$ cat src/rtl/fetch_pc_unit.sv
// Program counter and single-outstanding instruction fetch sequencer.
// Returned {instr, pc} pairs are queued in a small FIFO towards decode.
module fetch_pc_unit #(
    parameter int unsigned      ADDR_W     = 32,
    parameter int unsigned      INSTR_W    = 32,
    parameter logic [ADDR_W-1:0] RESET_PC  = '0,
    parameter int unsigned      FIFO_DEPTH = 2
) (
    input  logic               clock,
    input  logic               reset,
    input  logic               fetch_enable,
    input  logic               redirect_valid,
    input  logic [ADDR_W-1:0]  redirect_pc,
    output logic [ADDR_W-1:0]  estado_pc,
    output logic               imem_req_valid,
    output logic [ADDR_W-1:0]  imem_req_addr,
    input  logic               imem_req_ready,
    input  logic               imem_resp_valid,
    input  logic [INSTR_W-1:0] imem_resp_data,
    output logic               dec_valid,
    output logic [INSTR_W-1:0] dec_instr,
    output logic [ADDR_W-1:0]  dec_pc,
    input  logic               dec_ready
);

    localparam int unsigned PTR_W = (FIFO_DEPTH > 1) ? $clog2(FIFO_DEPTH) : 1;
    localparam int unsigned CNT_W = PTR_W + 1;
    localparam logic [CNT_W-1:0] DEPTH_CNT = CNT_W'(FIFO_DEPTH);

    typedef enum logic [1:0] {
        ST_IDLE,
        ST_REQ,
        ST_WAIT,
        ST_DROP
    } state_t;

    typedef struct packed {
        logic [INSTR_W-1:0] instr;
        logic [ADDR_W-1:0]  pc;
    } entry_t;

    state_t             state_q, state_d;
    logic [ADDR_W-1:0]  pc_q, pc_d;
    logic [ADDR_W-1:0]  inflight_pc_q, inflight_pc_d;
    entry_t             fifo_q [FIFO_DEPTH];
    entry_t             fifo_d [FIFO_DEPTH];
    logic [PTR_W-1:0]   rd_ptr_q, rd_ptr_d;
    logic [PTR_W-1:0]   wr_ptr_q, wr_ptr_d;
    logic [CNT_W-1:0]   count_q, count_d;

    logic               has_room;
    logic               req_valid;
    logic               req_fire;
    logic               push;
    logic               pop;
    logic               head_valid;

    // Issue only with a guaranteed free slot so a response can always be queued.
    always_comb begin
        has_room   = (count_q < DEPTH_CNT);
        head_valid = (count_q != '0);
        req_valid  = (state_q == ST_REQ) && has_room && !redirect_valid;
        req_fire   = req_valid && imem_req_ready;
        push       = (state_q == ST_WAIT) && imem_resp_valid && !redirect_valid;
        pop        = head_valid && dec_ready;
    end

    // Sequencer next state; a redirect overrides every other transition.
    always_comb begin
        state_d       = state_q;
        pc_d          = pc_q;
        inflight_pc_d = inflight_pc_q;
        if (redirect_valid) begin
            pc_d = redirect_pc;
            case (state_q)
                ST_WAIT, ST_DROP: state_d = imem_resp_valid ? ST_REQ : ST_DROP;
                default:          state_d = fetch_enable ? ST_REQ : ST_IDLE;
            endcase
        end else begin
            case (state_q)
                ST_IDLE: begin
                    if (fetch_enable) begin
                        state_d = ST_REQ;
                    end
                end
                ST_REQ: begin
                    if (req_fire) begin
                        state_d       = ST_WAIT;
                        inflight_pc_d = pc_q;
                        pc_d          = pc_q + ADDR_W'(1);
                    end else if (!fetch_enable) begin
                        state_d = ST_IDLE;
                    end
                end
                ST_WAIT, ST_DROP: begin
                    if (imem_resp_valid) begin
                        state_d = fetch_enable ? ST_REQ : ST_IDLE;
                    end
                end
                default: state_d = ST_IDLE;
            endcase
        end
    end

    // Decode queue bookkeeping; redirect flushes all entries.
    always_comb begin
        fifo_d   = fifo_q;
        rd_ptr_d = rd_ptr_q;
        wr_ptr_d = wr_ptr_q;
        count_d  = count_q;
        if (redirect_valid) begin
            rd_ptr_d = '0;
            wr_ptr_d = '0;
            count_d  = '0;
        end else begin
            if (push) begin
                fifo_d[wr_ptr_q] = '{instr: imem_resp_data, pc: inflight_pc_q};
                wr_ptr_d         = wr_ptr_q + PTR_W'(1);
            end
            if (pop) begin
                rd_ptr_d = rd_ptr_q + PTR_W'(1);
            end
            case ({push, pop})
                2'b10:   count_d = count_q + CNT_W'(1);
                2'b01:   count_d = count_q - CNT_W'(1);
                default: count_d = count_q;
            endcase
        end
    end

    always_ff @(posedge clock or negedge reset) begin
        if (!reset) begin
            state_q       <= ST_IDLE;
            pc_q          <= RESET_PC;
            inflight_pc_q <= '0;
            rd_ptr_q      <= '0;
            wr_ptr_q      <= '0;
            count_q       <= '0;
            for (int i = 0; i < int'(FIFO_DEPTH); i++) begin
                fifo_q[i] <= '0;
            end
        end else begin
            state_q       <= state_d;
            pc_q          <= pc_d;
            inflight_pc_q <= inflight_pc_d;
            rd_ptr_q      <= rd_ptr_d;
            wr_ptr_q      <= wr_ptr_d;
            count_q       <= count_d;
            fifo_q        <= fifo_d;
        end
    end

    always_comb begin
        estado_pc      = pc_q;
        imem_req_valid = req_valid;
        imem_req_addr  = pc_q;
        dec_valid      = head_valid;
        dec_instr      = fifo_q[rd_ptr_q].instr;
        dec_pc         = fifo_q[rd_ptr_q].pc;
    end

endmodule
$ cat config.mk
export PLATFORM = sky130hd
export DESIGN_NAME = fetch_pc_unit
export DESIGN_NICKNAME = d
export VERILOG_FILES = /design/src/rtl/fetch_pc_unit.sv
export SDC_FILE = /design/constraint.sdc
export NUM_CORES = 1
export LEC_CHECK = 0
export ABC_CLOCK_PERIOD_IN_PS = 2100
export CAP_MARGIN = 40
export CORE_AREA = 5 5 181 183
export CTS_CLUSTER_DIAMETER = 150
export CTS_CLUSTER_SIZE = 8
export DETAILED_ROUTE_END_ITERATION = 10
export DIE_AREA = 0 0 186 188
export PLACE_DENSITY = 0.59
export SLEW_MARGIN = 20
export SYNTH_ARGS = -nofsm -noshare
export SYNTH_HDL_FRONTEND = slang
export SYNTH_SLANG_ARGS = --single-unit
$ cat constraint.sdc
create_clock -name clock -period 2.1 [get_ports clock]
set_input_delay 0.21 -clock clock [delete_from_list [all_inputs] [get_ports clock]]
set_output_delay 0.21 -clock clock [all_outputs]
set_load 0.005 [all_outputs]
==> results by group <==
Status
  – Outcome: finished, violations left
  – Failing checks: setup timing

Critical path
  – Slowest CP cell: dfrtp_4
  – Critical path data required time: 1.89 ns
  – Startpoint Class: flip-flop
  – Worst path bufs/invs: 2
  – Crit-path leading delay family: buffers and inverters
  – Worst-path cell chain: buf_16, mux2_2, clkdlybuf4s50_1
  – Worst Setup Path Type: flip-flop to output port
  – Worst-path fanout max: 11
  – CP endpoint kind: output port
  – Max stage delay on crit path: 0.50 ns
  – Worst Path Arrival: between 1.5 and 2 ns

Power
  – Leak Pwr: 5.91 nW
  – VDD IR max: 591 uV
  – Pwr per Cell Area: ~1100 mW/mm2

STA
  – Period utilization: 101%
  – RSZ-0062 raised after global routing: true
  – Pins Over Slew Limit: 0
  – Final Hold Viols: 0
  – PnR worst setup slack: -0.0296 ns
  – Slew margin rel.: 62.6%
  – Worst-Margin Slew: 0.560 ns
  – Endpoints failing setup: 2
  – Setup TNS: -0.0415 ns
  – Max Freq: roughly 470 MHz
  – Fin Clk Skew: 0.0185 ns
  – Post-layout min period: 2.13 ns

Synth
  – Number of synthesized register bits: ~200
  – Post-Syn Area per Cell: 12.0 um2
  – Dominant synthesized flop cell: dfrtp_1
  – Mapped Area: 0.00914 mm2
  – Syn Inst Count: 762
  – Synth Warn #: 0
  – Asr flop ratio synth: 100%
  – Synthesized Nets: 834
  – EDFF count, synth: 0
  – Register area share after synthesis: 54.2%
  – Synth cell types: 51

Die
  – FP Rows: 65
  – Num ports: approximately 200
  – Die height: 188 um
  – Core ar.: approximately 0.031 mm2
  – Die W: 186 um
  – Die ar.: 0.0350 mm2
  – Initial Util: 29.4%

CTS
  – H-tree depth: 4
  – Worst-path clk slew: around 0.070 ns
  – TritonCTS clock tree: done
  – Worst-skew pair later-pin latency: 0.44 ns
  – CTS Buf Count: 17
  – CTS Sinks: about 200
  – Clk root buf: clkbuf_16
  – Bufs on Longest Clock Path: 2

Detailed routing
  – Vias/cell: between 4 and 5
  – # DRC: 0
  – Drt total wl: 25300 um
  – Iter 0 DRT Violations: about 280
  – Drt pass-1 iters: 5
  – Wire per inst: roughly 18 um
  – Final ANT Viol Nets: 0
  – Vias: 6545

Layout
  – Commonest cells after routing, fill and taps aside: dfrtp_1, mux2_2, clkdlybuf4s50_1, nand2_1, dlygate4sd2_1
  – Layout cell share with drive strength beyond 1: 29.8%
  – Sequential cell area: 0.00496 mm2
  – Area occupied by multi-input gates: 0.00375 mm2
  – Layout area overhead: 36.1%
  – Non-filler instance count after layout: 1387
  – Diode count: 0
  – Net count, final: 1045
  – Fillers: 3047
  – Most common cell after layout, fill and taps aside: dfrtp_1

Place
  – Placed instance count: 1342
  – DP HPWL: 17100 um
  – Gpl congestion: approximately 0.81
  – PortBufs: 200

Global routing
  – Grt ovf: 0
  – Global Route Usage Sum: between 10% and 20%
  – Vias in the first global route: 6804
  – Initial antenna violation count: 0
  – First-pass GRT wire length: 39300 um
  – Largest net degree at the start of global routing: 71

Job
  – Max-cap violations: 0

Hold path
  – Hold/Removal Path Class: primary input to flip-flop
-- cells by family after synthesis --
| group | share of synthesized area [%] |
|---|---|
| DFF | 54.2 |
| AOI/OAI and AO/OA | 5.68 |
| adders and majority gates | 0.137 |
| xor gates and xnor gates | 0.383 |
| and+or+nand+nor | 10.6 |
| muxes | 24.0 |
| buffers and inverters | 5.01 |
-- flip-flops by register name, summed over array words and instances (netlist names) --
register / count
fifo_q: 128
estado_pc: 32
inflight_pc_q: 32
count_q: 2
state_q: 2
rd_ptr_q: 1
wr_ptr_q: 1
-- worst register-to-register path: stages (launching register included) --
cell	delay (ns)
dfrtp_1	0.41
nor4b_4	0.35
buf_4	0.19
buf_4	0.11
nand2_2	0.19
buf_4	0.29
nor3_1	0.19
a221o_1	0.13
-- metal layers --
layer,part of all wire [%],vias up,routed length (um),track usage (%)
met5,0,-,0,0
met4,0.83,0,210,3.17
met3,5.6,13,1410,3.82
met2,46,170,11700,21.9
met1,47,3268,12000,20.2
li1,-,3094,-,-
-- report_power, final --
part	internal (mW)	leakage, nW	switching (mW)
Sequential	5.08	2.56	0.747
Combinational	2.59	3.08	1.62
Clock	1.59	0.278	1.66
Total	9.27	5.91	4.03
-- Yosys cell counts (2+ instances only) --
library cell	instances	area, um2
a22oi_1	2	15.0
nor3_1	6	30.0
nand3_1	19	95.1
mux2i_1	3	30.0
o311ai_1	6	52.6
nand4_1	13	81.3
a32oi_1	2	17.5
and3_1	5	31.3
o211ai_1	10	75.1
inv_1	9	33.8
clkbuf_1	18	67.6
o21a_1	2	15.0
buf_2	18	90.1
nor2b_1	2	12.5
mux2_1	5	56.3
a21oi_1	5	25.0
mux2_2	187	2110
o31ai_1	2	15.0
xor2_1	4	35.0
buf_4	35	263
o21ai_1	2	10.0
nand2_1	131	492
a21o_1	6	45.0
nand2b_1	2	12.5
nor2_1	16	60.1
o311ai_0	2	17.5
a41oi_1	3	26.3
and2_1	3	18.8
o21ai_0	20	100
a221o_1	3	30.0
dfrtp_1	198	4950
a311oi_1	2	17.5
or3_1	3	18.8
-- stage by stage --
stage          util, %  setup WS, ns  hold WS, ns  power (mW)  area (um2)
5_1_grt           40.1       -0.0946       0.0551        14.2       12400
6_report          40.1       -0.0296       0.0662        13.3       12400
3_5_place_dp      37.7         0.148        0.130        10.5       11700
3_3_place_gp      37.7         0.171        0.129        10.4       11700
2_1_floorplan        -         0.287      -0.0856        8.00        9140
4_1_cts           39.6        -0.150       0.0369        13.6       12300
-- area by class of cell --
class / instances / share of cell area (%)
multi-input cells: 483 / 30.1
inverters: 9 / 0.271
clock buffers: 17 / 3.42
repair buffers: 264 / 21.0
well taps: 402 / 4.04
clock inverters: 14 / 1.25
flip-flops and latches: 198 / 39.8
-- path summary, 6_finish.rpt --
path	start	end	slack [ns]	depth (start not counted)
min in group asynchronous	reset	fifo_q[121]	0.23	2
max in group asynchronous	reset	wr_ptr_q	1.10	3
min	redirect_valid	wr_ptr_q	0.07	2
min reg2reg	fifo_q[124]	fifo_q[124]	0.48	1
max reg2reg	count_q[1]	estado_pc[6]	0.20	7
max	rd_ptr_q	dec_pc[15]	-0.03	3
-- timing repair --
action                                 in CTS  in global routing
buffers inserted                            3                  7
gates resized for setup                    59                 11
endpoints found under the hold margin      29                  0
pin swaps                                   1                  0
setup endpoints to repair                  65                 11
hold buffers                                1                  0
cloned                                      1                  3
Note: power is estimated with default switching activity, not from simulation.
